[config.mk]
export PLATFORM = sky130hd
export DESIGN_NAME = clkdiv_prog
export DESIGN_NICKNAME = d
export VERILOG_FILES = /design/src/rtl/clkdiv_prog.sv
export SDC_FILE = /design/constraint.sdc
export NUM_CORES = 1
export LEC_CHECK = 0
export CORE_MARGIN = 1
export CORE_UTILIZATION = 43
export DETAILED_ROUTE_END_ITERATION = 8
export GPL_ROUTABILITY_DRIVEN = 0
export GPL_TIMING_DRIVEN = 0
export HOLD_SLACK_MARGIN = 0.02
export SETUP_SLACK_MARGIN = 0.5
export SYNTH_ARGS = -nofsm -noshare
export SYNTH_HDL_FRONTEND = slang
export SYNTH_SLANG_ARGS = --single-unit
[constraint.sdc]
create_clock -name clk -period 11.12 [get_ports clk]
set_input_delay 2.224 -clock clk [delete_from_list [all_inputs] [get_ports clk]]
set_output_delay 2.224 -clock clk [all_outputs]
set_load 0.02 [all_outputs]
[src/rtl/clkdiv_prog.sv]
// clkdiv_prog: runtime-programmable divider producing a tick strobe and a near-50% clk_out.
// Define CLKDIV_SYNC_EN to add the sync_in phase-restart input.
module clkdiv_prog #(
   parameter int WIDTH     = 16,
   parameter int DIV_RESET = 50000
) (
   input  logic             clk,
   input  logic             reset,
   input  logic             enable,
   input  logic [WIDTH-1:0] div_value,
   input  logic             div_load,
   output logic             div_ack,
   output logic [WIDTH-1:0] div_active,
   output logic             tick,
   output logic             clk_out
`ifdef CLKDIV_SYNC_EN
   ,
   input  logic             sync_in
`endif
);
   logic [WIDTH-1:0] r_cnt, r_div, r_pval;
   logic             r_pend, r_tick, r_clk, r_ack;
   logic [WIDTH-1:0] w_d, w_cnt_next;
   logic [WIDTH:0]   w_h;
   logic             w_sync, w_wrap, w_apply;
`ifdef CLKDIV_SYNC_EN
   assign w_sync = sync_in;
`else
   assign w_sync = 1'b0;
`endif
   // A zero divisor behaves as divide-by-one; H is widened so all-ones cannot overflow.
   assign w_d        = (r_div == '0) ? WIDTH'(1) : r_div;
   assign w_h        = ({1'b0, w_d} + (WIDTH+1)'(1)) >> 1;
   assign w_wrap     = enable && ((r_cnt == w_d - WIDTH'(1)) || w_sync);
   assign w_cnt_next = w_wrap ? '0 : r_cnt + WIDTH'(1);
   assign w_apply    = r_pend && (w_wrap || !enable);
   always_ff @(posedge clk) begin
      if (reset) begin
         r_cnt  <= '0;
         r_div  <= WIDTH'(DIV_RESET);
         r_pval <= '0;
         r_pend <= 1'b0;
         r_tick <= 1'b0;
         r_clk  <= 1'b0;
         r_ack  <= 1'b0;
      end else begin
         if (div_load) r_pval <= div_value;
         r_pend <= div_load || (r_pend && !w_apply);
         r_ack  <= w_apply;
         if (w_apply) begin
            r_div  <= r_pval;
            r_cnt  <= '0;
            r_tick <= enable;
            r_clk  <= enable && (r_pval > WIDTH'(1));
         end else if (enable) begin
            r_cnt  <= w_cnt_next;
            r_tick <= w_wrap;
            r_clk  <= (w_d != WIDTH'(1)) && ({1'b0, w_cnt_next} < w_h);
         end else begin
            r_tick <= 1'b0;
         end
      end
   end
   assign div_ack    = r_ack;
   assign div_active = r_div;
   assign tick       = r_tick;
   assign clk_out    = r_clk;
endmodule
* Word-level counts from Yosys, hierarchy flattened *
Cells that the tools add are included.

cells by class
  divide/modulo/power cells = 0
  reduce and logical (&&, ||, !) cells = 12
  shifts and indexed selects = 0
  $mul = 0
  order comparisons = 2
  add/subtract/negate cells = 3
  equal/unequal tests = 2
  multiplexer cells = 6
  bitwise logic cells = 0

operators with widths
  kind                                                            number
  two-way mux 16 bit                                              2
  adder 16 x 1 -> 17 bit, second input constant                   1
  adder 16 x 1 -> 16 bit, second input constant                   1
  equality test 16 bit                                            1
  greater-than comparator 16 x 1 -> 1 bit, second input constant  1
  logical NOT 16 bit                                              1
  less-than comparator 16 bit                                     1
  inequality test 16 x 1 -> 1 bit, second input constant          1
  subtractor 16 x 1 -> 16 bit, second input constant              1
  logical AND 1 bit                                               5
  two-way mux 1 bit                                               4
  logical NOT 1 bit                                               2
  logical OR 1 bit                                                2
  nonzero test 2 bit                                              1
  OR reduction 2 bit                                              1

storage, ports and cells
  output and inout bits = 19
  input bits = 20
  memories kept = 0
  bits in registers = 52
  memory bits (read-only) = 0
  bits in writable memories = 0
  bits in latches = 0
  word-level logic and storage cells = 32

* Depth between registers and ports, before layout *
Gate-level depths: netlist of the first run.

  word-level depth = 10
  depth in mapped cells = 23
  mapped depth without buffers = 21

* Worst setup path before layout of the first run *
No wires, ideal clock.

  kind = register to register
  from = reg r_div[6], in the netlist div_active[6]
  to = reg r_clk, in the netlist clk_out
  arrival time = 5031 ps
  setup slack = 6031 ps
  required time = 11061 ps
  cell stages (with the launch flop) = 24
  path buffers = 2
  library setup time = 59 ps
  period minus slack after synthesis = 5089 ps
  cells stage by stage = dfxtp_1 > clkbuf_1 > nor4_1 > nand3_1 > o21bai_1 > inv_1 > ha_1 > nor3b_1 > nand4b_1 > xnor2_1 > nand4_1 > or4_4 > or3_4 > nor2_4 > buf_4 > nor2_1 > ha_1 > a21o_1 > a21o_1 > a2111oi_0 > o221ai_1 > a21oi_1 > o21a_1 > a22o_1

on the way
  longest elaborated chain between the ends = 10
  elaborated cells on any way between the ends = 15
  classes of those cells = 2 x add/sub; 1 x order compare; 2 x eq/ne; 4 x mux; 6 x reduce/logical

RTL lines
  item                           RTL line  RTL
  start, declared                21        logic [WIDTH-1:0] r_cnt, r_div, r_pval;
  start signal, assigned         40        r_div <= WIDTH'(DIV_RESET);
  start signal, assigned         51        r_div <= r_pval;
  logical NOT 16 bit             32        assign w_d = (r_div == '0) ? WIDTH'(1) : r_div;
  two-way mux 16 bit *           32
  subtractor 16 x 1 -> 16 bit *  34        assign w_wrap = enable && ((r_cnt == w_d - WIDTH'(1)) || w_sync);
  equality test 16 bit *         34
  logical AND 1 bit *            34
  two-way mux 16 bit *           35        assign w_cnt_next = w_wrap ? '0 : r_cnt + WIDTH'(1);
  net w_cnt_next[13]             23        logic [WIDTH-1:0] w_d, w_cnt_next;
  less-than comparator 16 bit *  58        r_clk <= (w_d != WIDTH'(1)) && ({1'b0, w_cnt_next} < w_h);
  logical AND 1 bit *            58
  two-way mux 1 bit *            55        end else if (enable) begin
  two-way mux 1 bit *            50        if (w_apply) begin
  end signal, assigned           54        r_clk <= enable && (r_pval > WIDTH'(1));
  end signal, assigned           58
  end, declared                  22        logic r_pend, r_tick, r_clk, r_ack;

Mark *: on every way through the listed nets, which the timed path passes. The rest lies on a longest branch. The select of a mux whose other input is x is not followed.
A chain may end at the register's enable or synchronous reset.

* Worst setup path after layout of the first run *
  from = reg r_div[7], in the netlist div_active[7]
  to = reg r_clk, in the netlist clk_out

Same word-level chain as after synthesis.

==> metrics, run 1 <==
outcome finished clean; non-filler cells, final 563; setup TNS 0 ns; Area Growth Syn to Fin 16.6%; clk slew on worst S/H paths 0.11 ns; endpoints failing hold 0; initial antenna violation count 0; # setup viols final 0; post-route clock period utilization 57.3%; RSZ-0062 raised after global routing no; crit path max fanout 10; CTS Sinks 52; Top FF cell, synth dfxtp_1; Ant. Diodes 0; cell with the most instances after synthesis dfxtp_1; router iterations before antenna repair 4; drc violations 0; CORE AREA 7810 µm²; total CTS buffers 5; Max Slew Vio Count 0; largest net degree at the start of global routing 18; IO buf count 36; Root Driver clkbuf_8; IO Count 39; min-delay src r_pval[8]; P_leak 1.60 nW; H-tree depth 2; Placed Cells 555; overall routing resource usage 22.1%; number of global-route vias before repair 2927; Post-Syn Instances 417; cells along the critical path clkbuf_1, nor4_4, nand3_1, o21bai_1, inv_1, ha_1, nor3b_1, nand4b_1, xnor2_1, nand4_1, or4_4, or3_4, nor2_4, buf_4, nor2_1, ha_1, a21o_1, a21o_1, a2111oi_0, o221ai_1, a21oi_1, o21a_1, a22o_1; hold-critical path depth 2; CTS tree built; wire length after detailed routing 8.94 mm; worst reg2reg path depth 23; share of the yosys chip area belonging to registers 29.8%; Max-Cap Viols 0; Min Hold Slack 0.524 ns; Worst Tran Pin Value 1.06 ns; row count 32; Synth area leaders dfxtp_1 30%, xnor2_1 8.0%, mux2i_1 7.5%; maximum vdd drop 0.0668 mV; leading area contributor after synthesis dfxtp_1; Placed Area 3980 µm²; Avg Cell Area, Syn 8.37 µm²; die width 92.1 µm; first-iteration detailed-routing DRC count 179; Core Util, Final 52.1%; Synth top cells by count 52 x dfxtp_1, 48 x nor2_1, 32 x xnor2_1; clk_skew 0.0135 ns; Yosys reg bits 52; later-pin clock latency in the skew report 0.32 ns; Post-Syn Nets 455; Crit. Startpoint div_active[7]; total congestion overflow 0; via count 3066; worst r2r src div_active[7]; layout cells sized above 1 6.29%; Routed Antenna Nets 0; synth unique cells 54; hold crit path type reg2reg; WP data arrival 6.63 ns; area share of the largest cell type after synthesis 29.8%; CTS Hold Bufs 0; first-pass GRT wire length 14.8 mm; max incr delay on CP 0.66 ns; Tmin final 6.37 ns; die area 8480 µm²; fmax 157 MHz; Setup crit start kind flop; Initial Util 44.7%; clock buffer depth 2; Final nets 498; Data required, critical path 11.38 ns; CP endpoint kind flop; via/cell ratio 5.45; Wirelength per Cell 15.9 µm; Power Density 94.6 nW/µm²; Chip Height 92.1 µm; async set-reset flop share out of synthesis 0%; CP Class reg2reg; number of flops mapped to enable cells by yosys 0; crit path max-delay cell type a2111oi_0; hpwl dp 6.84 mm; Ys Warns 0; post-CTS setup buffer count 0; synthesized area 3490 µm²; cts repair resizes 0; Max transition margin 29.0%; finished layout cell area 4070 µm²
per-layer routing:
metal  part of all wire (%)  up-vias  global-route usage [%]
met4                    2.0        0                    7.55
met2                     45       71                    35.3
met3                    3.8       16                    3.98
li1                       -     1566                       -
met5                      0        -                       0
met1                     49     1413                    29.7
cell usage in the layout (no fill, tap or decap), types with 3 or more instances in the layout:
cell and n:
clkbuf_1 19, and3_1 7, nor2_1 48, clkdlybuf4s50_1 36
inv_1 10, o21bai_1 3, a22o_1 4, o211ai_1 3
xnor2_1 32, nor4_1 6, clkbuf_8 5, or3_1 4
ha_1 18, nand2b_1 6, a221o_1 3, nand4_1 8
dfxtp_1 52, o21ai_0 6, nand3_1 16, nor3_1 17
a21oi_1 27, a21o_1 14, xor2_1 13, nor3b_1 6
mux2i_1 26, or2_2 5, nand2_1 26, buf_2 3
o21ai_1 3
power breakdown:
group | total [W] | internal, W | switching, W
registers | 0.000200 | 0.000193 | 0.00000706
logic | 0.0000661 | 0.0000303 | 0.0000358
clock network | 0.000119 | 0.0000464 | 0.0000723
total | 0.000385 | 0.000270 | 0.000115
per-stage QoR:
stage / total power (W) / setup slack, ns
floorplan: 0.000246 / 6.03
global placement: 0.000270 / 4.73
detailed placement: 0.000271 / 4.87
CTS: 0.000388 / 4.82
global route: 0.000403 / 4.40
finish: 0.000385 / 4.75
registers in the layout (all words and copies together) (netlist names):
| name | flops |
|---|---|
| div_active | 16 |
| clk_out | 1 |
| r_cnt | 16 |
| r_pend | 1 |
| div_ack | 1 |
| tick | 1 |
| r_pval | 16 |
path summary, 6_finish.rpt:
check	endpoint	slack, ns
hold reg to reg	div_active[8]	0.52
hold / removal	div_active[8]	0.52
setup / recovery	clk_out	4.75
setup reg to reg	clk_out	4.75
critical path: cells and delay by family (launching register included):
kind	cells	cell delay [ns]
compound gates	8	1.88
simple gates	9	2.58
buf+inv	3	0.80
fa+ha+maj	2	0.47
flops	1	0.35
xor+xnor	1	0.21
cell type report:
class | count | area [µm²]
sequential | 52 | 1040
fill | 778 | 3740
multi-input combinational | 329 | 2290
timing repair buffer | 36 | 360
clock buffer | 6 | 72.6
buffer | 26 | 124
clock inverter | 2 | 17.5
tap | 102 | 128
inverter | 10 | 37.5
cells by family (layout without fill, tap and decap cells):
family | Yosys count | count (layout) | synth area share, %
xor+xnor | 45 | 45 | 11.3
fa+ha+maj | 18 | 18 | 6.45
flops | 52 | 52 | 29.8
compound gates | 76 | 76 | 15.6
buf+inv | 36 | 80 | 4.62
mux | 27 | 27 | 7.78
simple gates | 163 | 163 | 24.4
(Power assumes the default switching activity.)
==> run 2: changes to the inputs <==
clock period = 6 ns   (was 11.12 ns; I/O delays follow)
==> run 2 against run 1 <==
Net effect: first-iteration DRC count decreased by 17%; utilization increased by 1.7 points; sequential cell count unchanged; largest cell class unchanged; highest routed layer unchanged.
==> metrics, run 2 (synthesized netlist as in run 1, its figures left out) <==
total congestion overflow 0; number of global-route vias before repair 2945; Max transition margin 31.4%; Reg2Reg Setup Slack 0.65 ns; router iterations before antenna repair 4; WP data arrival 5.62 ns; Worst Tran Pin Value 1.02 ns; Tmin final 5.35 ns; layout filler cell count 762; clk slew on worst S/H paths 0.10 ns; non-filler cells, final 569; critical path depth 23; Data required, critical path 6.26 ns; Routed Antenna Nets 0; Wirelength per Cell 16.1 µm; Power Density 171 nW/µm²; cells along the critical path buf_2, nor4_4, nand3_2, o21bai_4, inv_1, ha_1, nor3b_2, nand4b_1, xnor2_1, nand4_1, or4_4, or3_4, nor2_4, buf_6, nor2_1, ha_1, a21o_1, a21o_1, a2111oi_4, o221ai_2, a21oi_2, o21a_1, a22o_1; CP Class reg2reg; IO Count 39; first-iteration detailed-routing DRC count 149; hpwl dp 6.84 mm; Max-Cap Viols 0; # setup viols final 0; finished layout cell area 4200 µm²; Chip Height 92.1 µm; clock buffer depth 2; Area Growth Syn to Fin 20.3%; Min Hold Slack 0.525 ns; maximum vdd drop 0.129 mV; RSZ-0062 raised after global routing no; CP endpoint kind flop; layout cells sized above 1 10.5%; met2 usage 36.1%; met1 usage 29.5%; Final nets 504; via count 3135; worst reg2reg path depth 23; crit path max-delay cell type or4_4; Ant. Diodes 0; Initial Util 44.7%; row count 32; Placed Cells 555; via/cell ratio 5.51; crit path max fanout 10; P_leak 1.67 nW; wire length after detailed routing 9.17 mm; fmax 187 MHz; outcome finished clean; commonest cells after routing, fill and taps aside 52 x dfxtp_1, 48 x nor2_1, 36 x clkdlybuf4s50_1; CTS tree built; Root Driver clkbuf_8; total CTS buffers 5; crit-path leading delay family simple AND/OR/NAND/NOR gates; Setup crit start kind flop; die area 8480 µm²; hold-critical path depth 2; CORE AREA 7810 µm²; Placed Area 3980 µm²; max incr delay on CP 0.55 ns; hold crit path type reg2reg; CTS Sinks 52; clk_skew 0.0130 ns; Max Slew Vio Count 0; endpoints failing hold 0; post-route clock period utilization 89.2%; H-tree depth 2; IO buf count 36; overall routing resource usage 22.1%; Buf/Inv on CP 3; die width 92.1 µm; GR Util met3 3.81%; drc violations 0; later-pin clock latency in the skew report 0.32 ns; most common cell after layout, fill and taps aside dfxtp_1; first-pass GRT wire length 14.8 mm; Core Util, Final 53.8%; GRT Max-Usage Layer met2; largest net degree at the start of global routing 18; initial antenna violation count 0
## run 2: cell types whose count changed in the layout (fill, tap and decap cells not counted), moves of 2 or more
| cell | change |
|---|---|
| buf_2 | +2 |
| nor4_4 | +2 |
| clkbuf_2 | +5 |
| clkbuf_1 | -7 |
| buf_4 | +5 |
## run 2: final timing paths
path	start	to
worst min register to register	r_pval[8]	div_active[8]
worst min-delay path	r_pval[8]	div_active[8]
worst max-delay path	div_active[6]	clk_out
worst max register to register	div_active[6]	clk_out
## run 2: routing by layer
metal | wire length, µm | vias up
met1 | 4310 | 1447
li1 | - | 1578
met3 | 399 | 16
met4 | 178 | 0
met2 | 4290 | 94
met5 | 0 | -
## run 2: metrics by stage
step	total power, W	setup slack (ns)	TNS (ns)
floorplan	0.000456	0.911	0
global placement	0.000500	-0.385	-0.385
detailed placement	0.000501	-0.251	-0.251
CTS	0.000723	0.534	0
global route	0.000753	0.483	0
finish	0.000719	0.649	0
## run 2: what timing repair did
action	in CTS	in global routing
hold buffers	0	0
pin swaps	1	7
endpoints found under the setup margin	1	1
setup buffers	1	5
gates resized for setup	15	7
## run 2: power by group
group	switching, W	internal, W	total (W)
Combinational	0.0000693	0.0000587	0.000128
Sequential	0.0000136	0.000358	0.000372
Clock	0.000134	0.0000860	0.000219
## run 2: worst min-delay path: cells and delay by family (launching register included)
kind / cells / cell delay, ns
AO/OA/AOI/OAI: 1 / 0.07
AND/OR/NAND/NOR: 1 / 0.06
flip-flops: 1 / 0.34
## run 2: cell type report
type | instances | area (µm²) | area share, %
clock buffers | 6 | 72.6 | 1.73
inverters | 10 | 37.5 | 0.894
well taps | 102 | 128 | 3.04
repair buffers | 42 | 405 | 9.65
flip-flops and latches | 52 | 1040 | 24.8
multi-input cells | 329 | 2360 | 56.2
plain buffers | 26 | 136 | 3.25
clock inverters | 2 | 17.5 | 0.417
